[src/rtl/keypad_scan_debounce.sv]
// keypad_scan_debounce: scans a 4x4 active-low matrix keypad and debounces all 16 keys.
// Latency: key_down/press_pulse/key_code update on the edge after a key's qualifying sample; paddle outputs add none.
// Backpressure: none; the scan free-runs and press_pulse is a one-cycle strobe with no handshake.
//
// Ports:
//   clk, rst          system clock, asynchronous active-low reset
//   kp_col[3:0]       keypad columns, active-low (0 = key closed on the driven row)
//   kp_row[3:0]       row drive, active-low, exactly one row low at a time
//   up1/down1/up2/down2  debounced paddle commands (level, high while held)
//   key_down[15:0]    debounced state of every key, bit index = row*4 + col
//   press_pulse       one-cycle strobe on any released->pressed transition
//   key_code[3:0]     index of the most recently pressed key
//
// Build option: define KP_CONFLICT_MASK_EN to force both paddle outputs of a
// player to 0 while that player's up and down keys are both pressed.
module keypad_scan_debounce #(
   parameter int SCAN_DIV  = 50000,  // clk cycles per row dwell, >= 2
   parameter int DEB_SCANS = 3       // consecutive opposite samples needed to flip, >= 1
) (
   input  logic        clk,
   input  logic        rst,
   input  logic [3:0]  kp_col,
   output logic [3:0]  kp_row,
   output logic        up1,
   output logic        down1,
   output logic        up2,
   output logic        down2,
   output logic [15:0] key_down,
   output logic        press_pulse,
   output logic [3:0]  key_code
);

   localparam int PW = $clog2(SCAN_DIV);
   localparam int CW = $clog2(DEB_SCANS + 1);

   localparam logic [PW-1:0] PRE_LAST = PW'(SCAN_DIV - 1);
   // Sampling one cycle before the row switches gives the column lines the
   // whole dwell minus one cycle to settle after the row drive changed.
   localparam logic [PW-1:0] PRE_SAMP = PW'(SCAN_DIV - 2);
   localparam logic [CW:0]   DEB_TGT  = (CW + 1)'(DEB_SCANS);

   // ---------------------------------------------------------------------
   // Scan prescaler and row pointer
   // ---------------------------------------------------------------------
   logic [PW-1:0] presc;
   logic [1:0]    row_ptr;
   logic          scan_tick;
   logic          sample_en;

   assign scan_tick = (presc == PRE_LAST);
   assign sample_en = (presc == PRE_SAMP);

   always_ff @(posedge clk or negedge rst) begin
      if (!rst) begin
         presc   <= '0;
         row_ptr <= '0;
      end else begin
         if (scan_tick) begin
            presc   <= '0;
            row_ptr <= row_ptr + 2'd1;
         end else begin
            presc   <= presc + 1'b1;
         end
      end
   end

   assign kp_row = ~(4'b0001 << row_ptr);

   // ---------------------------------------------------------------------
   // Debounce: only the four keys of the currently driven row are touched
   // on a sample; all other keys hold their counters.
   // ---------------------------------------------------------------------
   logic [CW-1:0] cnt     [16];
   logic [CW-1:0] cnt_nxt [16];
   logic [15:0]   kd_nxt;
   logic [3:0]    raw;
   logic [3:0]    rise;
   logic [1:0]    rise_col;

   assign raw = ~kp_col;

   always_comb begin
      kd_nxt   = key_down;
      cnt_nxt  = cnt;
      rise     = '0;
      rise_col = '0;
      if (sample_en) begin
         for (int c = 0; c < 4; c++) begin
            if (raw[c] == key_down[{row_ptr, 2'(c)}]) begin
               // Agreement with the debounced level breaks any run in progress.
               cnt_nxt[{row_ptr, 2'(c)}] = '0;
            end else if (({1'b0, cnt[{row_ptr, 2'(c)}]} + 1'b1) == DEB_TGT) begin
               kd_nxt[{row_ptr, 2'(c)}]  = raw[c];
               cnt_nxt[{row_ptr, 2'(c)}] = '0;
               rise[c]                   = raw[c];
            end else begin
               cnt_nxt[{row_ptr, 2'(c)}] = cnt[{row_ptr, 2'(c)}] + 1'b1;
            end
         end
      end
      // Several keys of one row may rise together; report the lowest column.
      for (int c = 3; c >= 0; c--) begin
         if (rise[c]) begin
            rise_col = 2'(c);
         end
      end
   end

   always_ff @(posedge clk or negedge rst) begin
      if (!rst) begin
         key_down <= '0;
         cnt      <= '{default: '0};
      end else begin
         key_down <= kd_nxt;
         cnt      <= cnt_nxt;
      end
   end

   // ---------------------------------------------------------------------
   // Press event stream; releases neither pulse nor move key_code.
   // ---------------------------------------------------------------------
   always_ff @(posedge clk or negedge rst) begin
      if (!rst) begin
         press_pulse <= 1'b0;
         key_code    <= '0;
      end else begin
         press_pulse <= |rise;
         if (|rise) begin
            key_code <= {row_ptr, rise_col};
         end
      end
   end

   // ---------------------------------------------------------------------
   // Paddle commands
   // ---------------------------------------------------------------------
`ifdef KP_CONFLICT_MASK_EN
   // Up and down held together cancel each other for that player only.
   logic conflict1;
   logic conflict2;

   assign conflict1 = key_down[0] & key_down[4];
   assign conflict2 = key_down[3] & key_down[7];
   assign up1       = key_down[0] & ~conflict1;
   assign down1     = key_down[4] & ~conflict1;
   assign up2       = key_down[3] & ~conflict2;
   assign down2     = key_down[7] & ~conflict2;
`else
   assign up1   = key_down[0];
   assign down1 = key_down[4];
   assign up2   = key_down[3];
   assign down2 = key_down[7];
`endif

endmodule
[config.mk]
export PLATFORM = sky130hd
export DESIGN_NAME = keypad_scan_debounce
export DESIGN_NICKNAME = d
export VERILOG_FILES = /design/src/rtl/keypad_scan_debounce.sv
export SDC_FILE = /design/constraint.sdc
export NUM_CORES = 1
export LEC_CHECK = 0
export ABC_CLOCK_PERIOD_IN_PS = 2900
export CORE_MARGIN = 2
export CORE_UTILIZATION = 51
export DETAILED_ROUTE_END_ITERATION = 16
export PLACE_DENSITY = 0.75
export SYNTH_ARGS = -nofsm -noshare
export SYNTH_HDL_FRONTEND = slang
export SYNTH_SLANG_ARGS = --single-unit
export TNS_END_PERCENT = 5
[constraint.sdc]
create_clock -name clk -period 2.9 [get_ports clk]
set_input_delay 0.87 -clock clk [delete_from_list [all_inputs] [get_ports clk]]
set_output_delay 0.87 -clock clk [all_outputs]
set_load 0.01 [all_outputs]
# [Word-level counts from Yosys, hierarchy flattened]
# Cells that the tools add are included.
# Widths: inputs -> output; s select.
[word_totals] register_bits=71 input_bits=6 word_cells=161 out_inout_bits=29
[op_classes] n_eq_ne=10 bitwise_logic=14 addsub=10 magnitude_cmp=16 muxes=80 shifts=1 n_reduce_logical=9
[ops] cell="$mux 32" n=11
[ops] cell="$mux 16" n=12
[ops] cell="$and 32x32->32" n=4
[ops] cell="$bwmux 32" n=4
[ops] cell="$not 32->32" n=4
[ops] cell="$bwmux 16" n=4
[ops] cell="$bmux 2 s4" n=4
[ops] cell="$demux 2 s4" n=4
[ops] cell="$eq 16x16->1 const B" n=2
[ops] cell="$mux 2" n=16
[ops] cell="$ge 5x5->1 const B" n=4
[ops] cell="$lt 4x5->1 const B" n=4
[ops] cell="$lt 5x1->1 const B" n=4
[ops] cell="$not 4->5" n=4
[ops] cell="$add 16x1->16 const B" n=1
[ops] cell="$ge 4x1->1 const B" n=4
[ops] cell="$mux 1" n=16
[ops] cell="$add 2x1->3 const B" n=4
[ops] cell="$eq 3x2->1 const B" n=4
[ops] cell="$add 2x1->2 const B" n=5
[ops] cell="$bmux 1 s2" n=4
[ops] cell="$demux 1 s2" n=4
[ops] cell="$logic_and 1x1->1" n=8
[ops] cell="$not 4->4" n=2
[ops] cell="other kinds (4)" n=7

# [Depth between registers and ports, before layout]
[depth] word_depth=21 mapped_depth=9 depth_no_buf=7

# [Least setup slack after synthesis]
# No wires, ideal clock.
[synth_path] kind="reg2reg" start="reg row_ptr[0]" end="reg key_code[2]" setup_ps=125 path_stages_with_launch=9 period_less_slack_ps=3042 arrival_time_ps=2918 slack_ps=-142 n_path_buf=2 cell_sequence="dfrtp_1 > clkbuf_1 > buf_1 > mux4_2 > ha_1 > inv_1 > nor3_1 > o41ai_1 > mux2_2"
[synth_via] elab_chain_cells=10
[synth_rtl] element="from (decl)" line="46" rtl="logic [1:0] row_ptr;"
[synth_rtl] element="from (signal assigned)" line="60" rtl="row_ptr <= row_ptr + 2'd1;"
[synth_rtl] element="$not 4->5 (implied by the code)" line="92" rtl="end else if (({1'b0, cnt[{row_ptr, 2'(c)}]} + 1'b1) == DEB_TGT) begin"
[synth_rtl] element="$bmux 2 s4" line="92"
[synth_rtl] element="$mux 2 (implied by the code) (2 in series)" line="92"
[synth_rtl] element="$add 2x1->3" line="92"
[synth_rtl] element="$eq 3x2->1" line="92"
[synth_rtl] element="$mux 1" line="92"
[synth_rtl] element="$mux 1" line="89" rtl="if (raw[c] == key_down[{row_ptr, 2'(c)}]) begin"
[synth_rtl] element="$mux 4" line="87" rtl="if (sample_en) begin"
[synth_rtl] element="$reduce_or 4->1" line="128" rtl="if (|rise) begin"
[synth_rtl] element="to (signal assigned)" line="129" rtl="key_code <= {row_ptr, rise_col};"
[synth_rtl] element="to (decl)" line="30" rtl="output logic [3:0] key_code"
# Several ways; a longest one is shown, not always the timed one. The select of a mux whose other input is x is not followed.
# A chain may end at the register's enable or synchronous reset.

# [Final worst setup path]
[layout_path] start="reg row_ptr[0]" end="out kp_row[0]"
[layout_via] elab_chain_cells=2
[layout_rtl] element="$shl 1x2->4" line="67" rtl="assign kp_row = ~(4'b0001 << row_ptr);"
[layout_rtl] element="$not 4->4" line="67"
[layout_rtl] element="to (decl)" line="23" rtl="output logic [3:0] kp_row,"
# No other way between the ends.

==> impl_summary.md <==
Status
The flow ran to the end, and the final reports show no timing, DRC or antenna violations.

Timing
The number of endpoints with negative hold slack in the final report was 0. Setup repair after global routing left no endpoint under its margin. The worst hold slack is 0.419 ns. The post-route setup TNS is 0 ns. The fmax is 359 MHz. The shortest clock period the worst path allows after layout is 2.78 ns. The number of max-slew violations in the final report is 0. Setup violations remaining at the end of the flow were counted as 0. The final worst-path cycle share is 96.0%. Across the routed clock network, the largest skew measured is 0.00645 ns. The slew of the pin with the lowest slew margin is 0.755 ns.

Headroom to the max-slew limit came out at 49.2%.

Job
The max-capacitance violation count is 0.

Floorplan
Once the floorplan was initialized, standard cells occupied 52.4% of the core. The initialized floorplan defines 30 standard-cell rows. The die height is 87.3 microns. 35 I/O pins were placed.

The floorplan die width is 87.3 microns. The area enclosed by the die boundary is 0.00762 sq mm. The area of the core is 0.00676 sq mm.

Synthesis
The synthesized design contains 71 register bits. Counting distinct cell types in the post-synthesis netlist gives 41. After synthesis, the largest family of logic cells by area is multiplexers. Summing the areas of all compound-gate instances in the mapped netlist gives 12.1% of the synthesized area.

The commonest register cell after synthesis is sky130_fd_sc_hd__dfrtp_1. The simple logic cell fraction of the synthesized area is 11.4%. Dividing the synthesized area by the synthesized cell count gives 11.3 sq um. The number of nets handed over by synthesis was 329. The synthesized-area fraction occupied by xor and xnor cells is 4.21%.

After synthesis, the share of flip-flops with an asynchronous set or reset is 100%. For this run, the number of Yosys warnings is 0. The post-synthesis sequential area ratio is 50.2%. Of the total synthesized cell area, the portion taken by full adders, half adders and majority gates is 3.54%. The number of enable-type register cells in the synthesized netlist is 0.

Of the post-synthesis cell area, the part taken by muxes is 14.1%. After technology mapping, the gate count stands at 313. The post-synthesis instance area is 0.00354 sq mm.

Place
The number of buffers added on ports is 34. The routability-driven placement congestion ratio is 0.791. After detailed placement, the design holds a cell count of 426. The placement-stage cell area is 0.00403 sq mm. The HPWL after detailed placement is 5.59 mm.

Critical path
For the worst setup path, the data arrival time is 1.91 ns. The worst setup path is launched from a register. Along the worst path, the maximum fanout reaches 16. Counting buffers and inverters, the worst setup path is 5 cells deep. The delay of the slowest cell on the worst path is 0.49 ns. The startpoint identified for the worst register-to-register timing path is row_ptr[1]. Counting both buffers and inverters, the worst setup path holds a total of 4. At the worst endpoint, the required time is 2.03 ns.

The kind of end point of the critical path is an output pin. The slack of the worst reg-to-reg path is 0.22 ns. The depth of the worst register-to-register path is 8. Walking the worst path, the cells encountered are buf_12 > inv_1 > ha_2 > clkinv_1 > clkdlybuf4s50_1.

The worst register-to-register path ends at key_code[2]. The critical path in this run is classified as reg2out. On the critical path, the stage with the largest delay is an instance of sky130_fd_sc_hd__clkdlybuf4s50_1.

Grouping stages by cell kind, the critical path spends the most delay in buffers and inverters.

Detailed routing
The via density per instance is 6.07. The routed layout has 2682 vias. After detailed routing, the number of remaining DRC violations is 0. The total routed wirelength is 8.27 mm. The starting DRC count in detailed routing is 169.

The count of nets left with antenna violations after detail routing is 0. The first-pass iteration count of the detailed router is 4. Dividing the detail-routed wire length by the instance count gives 18.7 microns.

Worst hold path
In this run the worst hold path is classified as in2async.

Clock tree
The number of H-tree levels is 3. The clock input transition at the sequential cells of the worst setup and hold paths is 0.08 ns. Buffers added to address setup during post-CTS repair amount to 0. The CTS sink count is 71. TritonCTS created 9 clock buffers. For the worst-skew pair, the clock arrives at the later sink with an insertion delay of 0.34 ns. TritonCTS built the clock tree. The library cell used as clock root buffer is sky130_fd_sc_hd__clkbuf_8. The clock passes through at most 2 buffers.

GRT
Entering global routing, the biggest net connects 33 pins. The number of antenna violations at the first check in global routing is 0. The first global-routing pass estimated 13.2 mm of wire. The global-route usage over all layers is 23.1%. The residual overflow from global routing is 0. The number of global-route vias before repair is 2664.

Finish
The total inserted antenna cells is 0. The layout overhead on the synthesized area is 21.3%. The share of post-route cells with drive strength above 1 is 17.1%. The final-layout fill cell count is 539. The post-layout instance count excluding filler cells is 442. For this run, the post-layout net count is 373.

The design area is 0.00429 sq mm.

Pwr
The maximum vdd ir drop is 0.246 mV. Power comes to 2.09 mW. The analysis attributes to cell leakage a power of 1.72 nW.

The total power density per cell area is 487 mW/mm^2.
[sequential cells by signal, summed over array words and instances, names as in the netlist]
register / flops
cnt: 32
key_code: 4
key_down: 16
presc: 16
press_pulse: 1
row_ptr: 2
[power by group]
group	internal [mW]	leakage, nW	switching (mW)	total [mW]
Clock	0.619	0.130	0.383	1.00
Sequential	1.00	0.773	0.00824	1.01
Combinational	0.0350	0.819	0.0446	0.0797
Total	1.65	1.72	0.436	2.09
[cell usage in the layout, fill, tap and decap left out, types with 3 or more instances in the layout]
cell type,instances
sky130_fd_sc_hd__mux4_2,8
sky130_fd_sc_hd__clkinv_1,4
sky130_fd_sc_hd__inv_1,14
sky130_fd_sc_hd__clkdlybuf4s50_1,33
sky130_fd_sc_hd__nand3b_1,3
sky130_fd_sc_hd__mux2i_1,16
sky130_fd_sc_hd__and2_1,3
sky130_fd_sc_hd__buf_4,14
sky130_fd_sc_hd__nand4_1,14
sky130_fd_sc_hd__nand3_1,6
sky130_fd_sc_hd__xnor2_1,10
sky130_fd_sc_hd__o21ai_1,6
sky130_fd_sc_hd__bufinv_16,3
sky130_fd_sc_hd__or3_1,4
sky130_fd_sc_hd__mux2_2,14
sky130_fd_sc_hd__nand2_1,9
sky130_fd_sc_hd__o21ai_0,54
sky130_fd_sc_hd__ha_1,8
sky130_fd_sc_hd__nor2_1,7
sky130_fd_sc_hd__xor2_1,7
sky130_fd_sc_hd__clkbuf_8,11
sky130_fd_sc_hd__nor3_1,6
sky130_fd_sc_hd__dfrtp_1,71
sky130_fd_sc_hd__o41ai_1,9
[cells in the mapped netlist, types with 2 or more instances]
cell	n	share of area [%]
sky130_fd_sc_hd__clkbuf_1	8	0.85
sky130_fd_sc_hd__nor3b_1	2	0.42
sky130_fd_sc_hd__inv_1	14	1.5
sky130_fd_sc_hd__o41ai_1	9	2.2
sky130_fd_sc_hd__nand2_1	9	0.96
sky130_fd_sc_hd__buf_4	4	0.85
sky130_fd_sc_hd__mux2_2	14	4.5
sky130_fd_sc_hd__nor2_1	7	0.74
sky130_fd_sc_hd__or3_1	4	0.71
sky130_fd_sc_hd__a21oi_1	2	0.28
sky130_fd_sc_hd__buf_2	2	0.28
sky130_fd_sc_hd__xnor2_1	10	2.5
sky130_fd_sc_hd__nor3_1	6	0.85
sky130_fd_sc_hd__clkinv_1	4	0.42
sky130_fd_sc_hd__nor4_1	2	0.35
sky130_fd_sc_hd__nand3_1	6	0.85
sky130_fd_sc_hd__nand4_1	14	2.5
sky130_fd_sc_hd__o21ai_1	6	0.85
sky130_fd_sc_hd__ha_1	10	3.5
sky130_fd_sc_hd__dfrtp_1	71	50
sky130_fd_sc_hd__o21ai_0	54	7.6
sky130_fd_sc_hd__nand3b_1	3	0.64
sky130_fd_sc_hd__or3b_2	2	0.50
sky130_fd_sc_hd__mux2i_1	16	4.5
sky130_fd_sc_hd__buf_1	2	0.21
sky130_fd_sc_hd__xor2_1	7	1.7
sky130_fd_sc_hd__or4b_1	2	0.57
sky130_fd_sc_hd__and2_1	3	0.53
sky130_fd_sc_hd__mux4_2	8	5.1
[metal layers]
layer	GRT usage, %	share of wire, %	vias to the layer above
met1	31.0	44	1328
met5	0	0	-
met3	6.35	7.8	7
met4	6.85	0.85	0
li1	-	-	1239
met2	36.9	47	108
[metrics by stage]
step	utilization [%]	setup WS (ns)
2_1_floorplan	-	0.0329
3_3_place_gp	59.6	0.279
3_5_place_dp	59.6	0.229
4_1_cts	63.4	0.0365
5_1_grt	63.5	0.0121
6_report	63.5	0.115
[logic make-up (layout without fill, tap and decap cells)]
group | Yosys count | count (layout)
fa+ha+maj | 10 | 10
flops | 71 | 71
xor+xnor | 17 | 17
simple gates | 66 | 66
mux | 38 | 38
buf+inv | 35 | 84
compound gates | 76 | 76
[area by class of cell]
class,count,area (sq um),share of cell area [%]
Multi-Input combinational cell,207,1610,37.5
Timing Repair Buffer,50,480,11.2
Inverter,18,67.6,1.58
Clock buffer,11,151,3.53
Tap cell,80,100,2.33
Sequential cell,71,1780,41.4
Clock inverter,5,104,2.42
[repair_timing]
item / CTS / global route
hold buffers: 0 / 0
endpoints found under the setup margin: 0 / 2
gates resized for setup: 0 / 2
endpoints found under the hold margin: 0 / 0
[worst max path at each step]
stage | startpoint | to
final | row_ptr[0] | kp_row[0]
after global routing | row_ptr[1] | kp_row[1]
after CTS | row_ptr[0] | kp_row[0]
after detailed placement | kp_col[0] | cnt[15]
after global placement | kp_col[0] | key_code[3]
after floorplan | row_ptr[0] | key_code[2]
No activity file was read; power rests on OpenSTA's default activity.
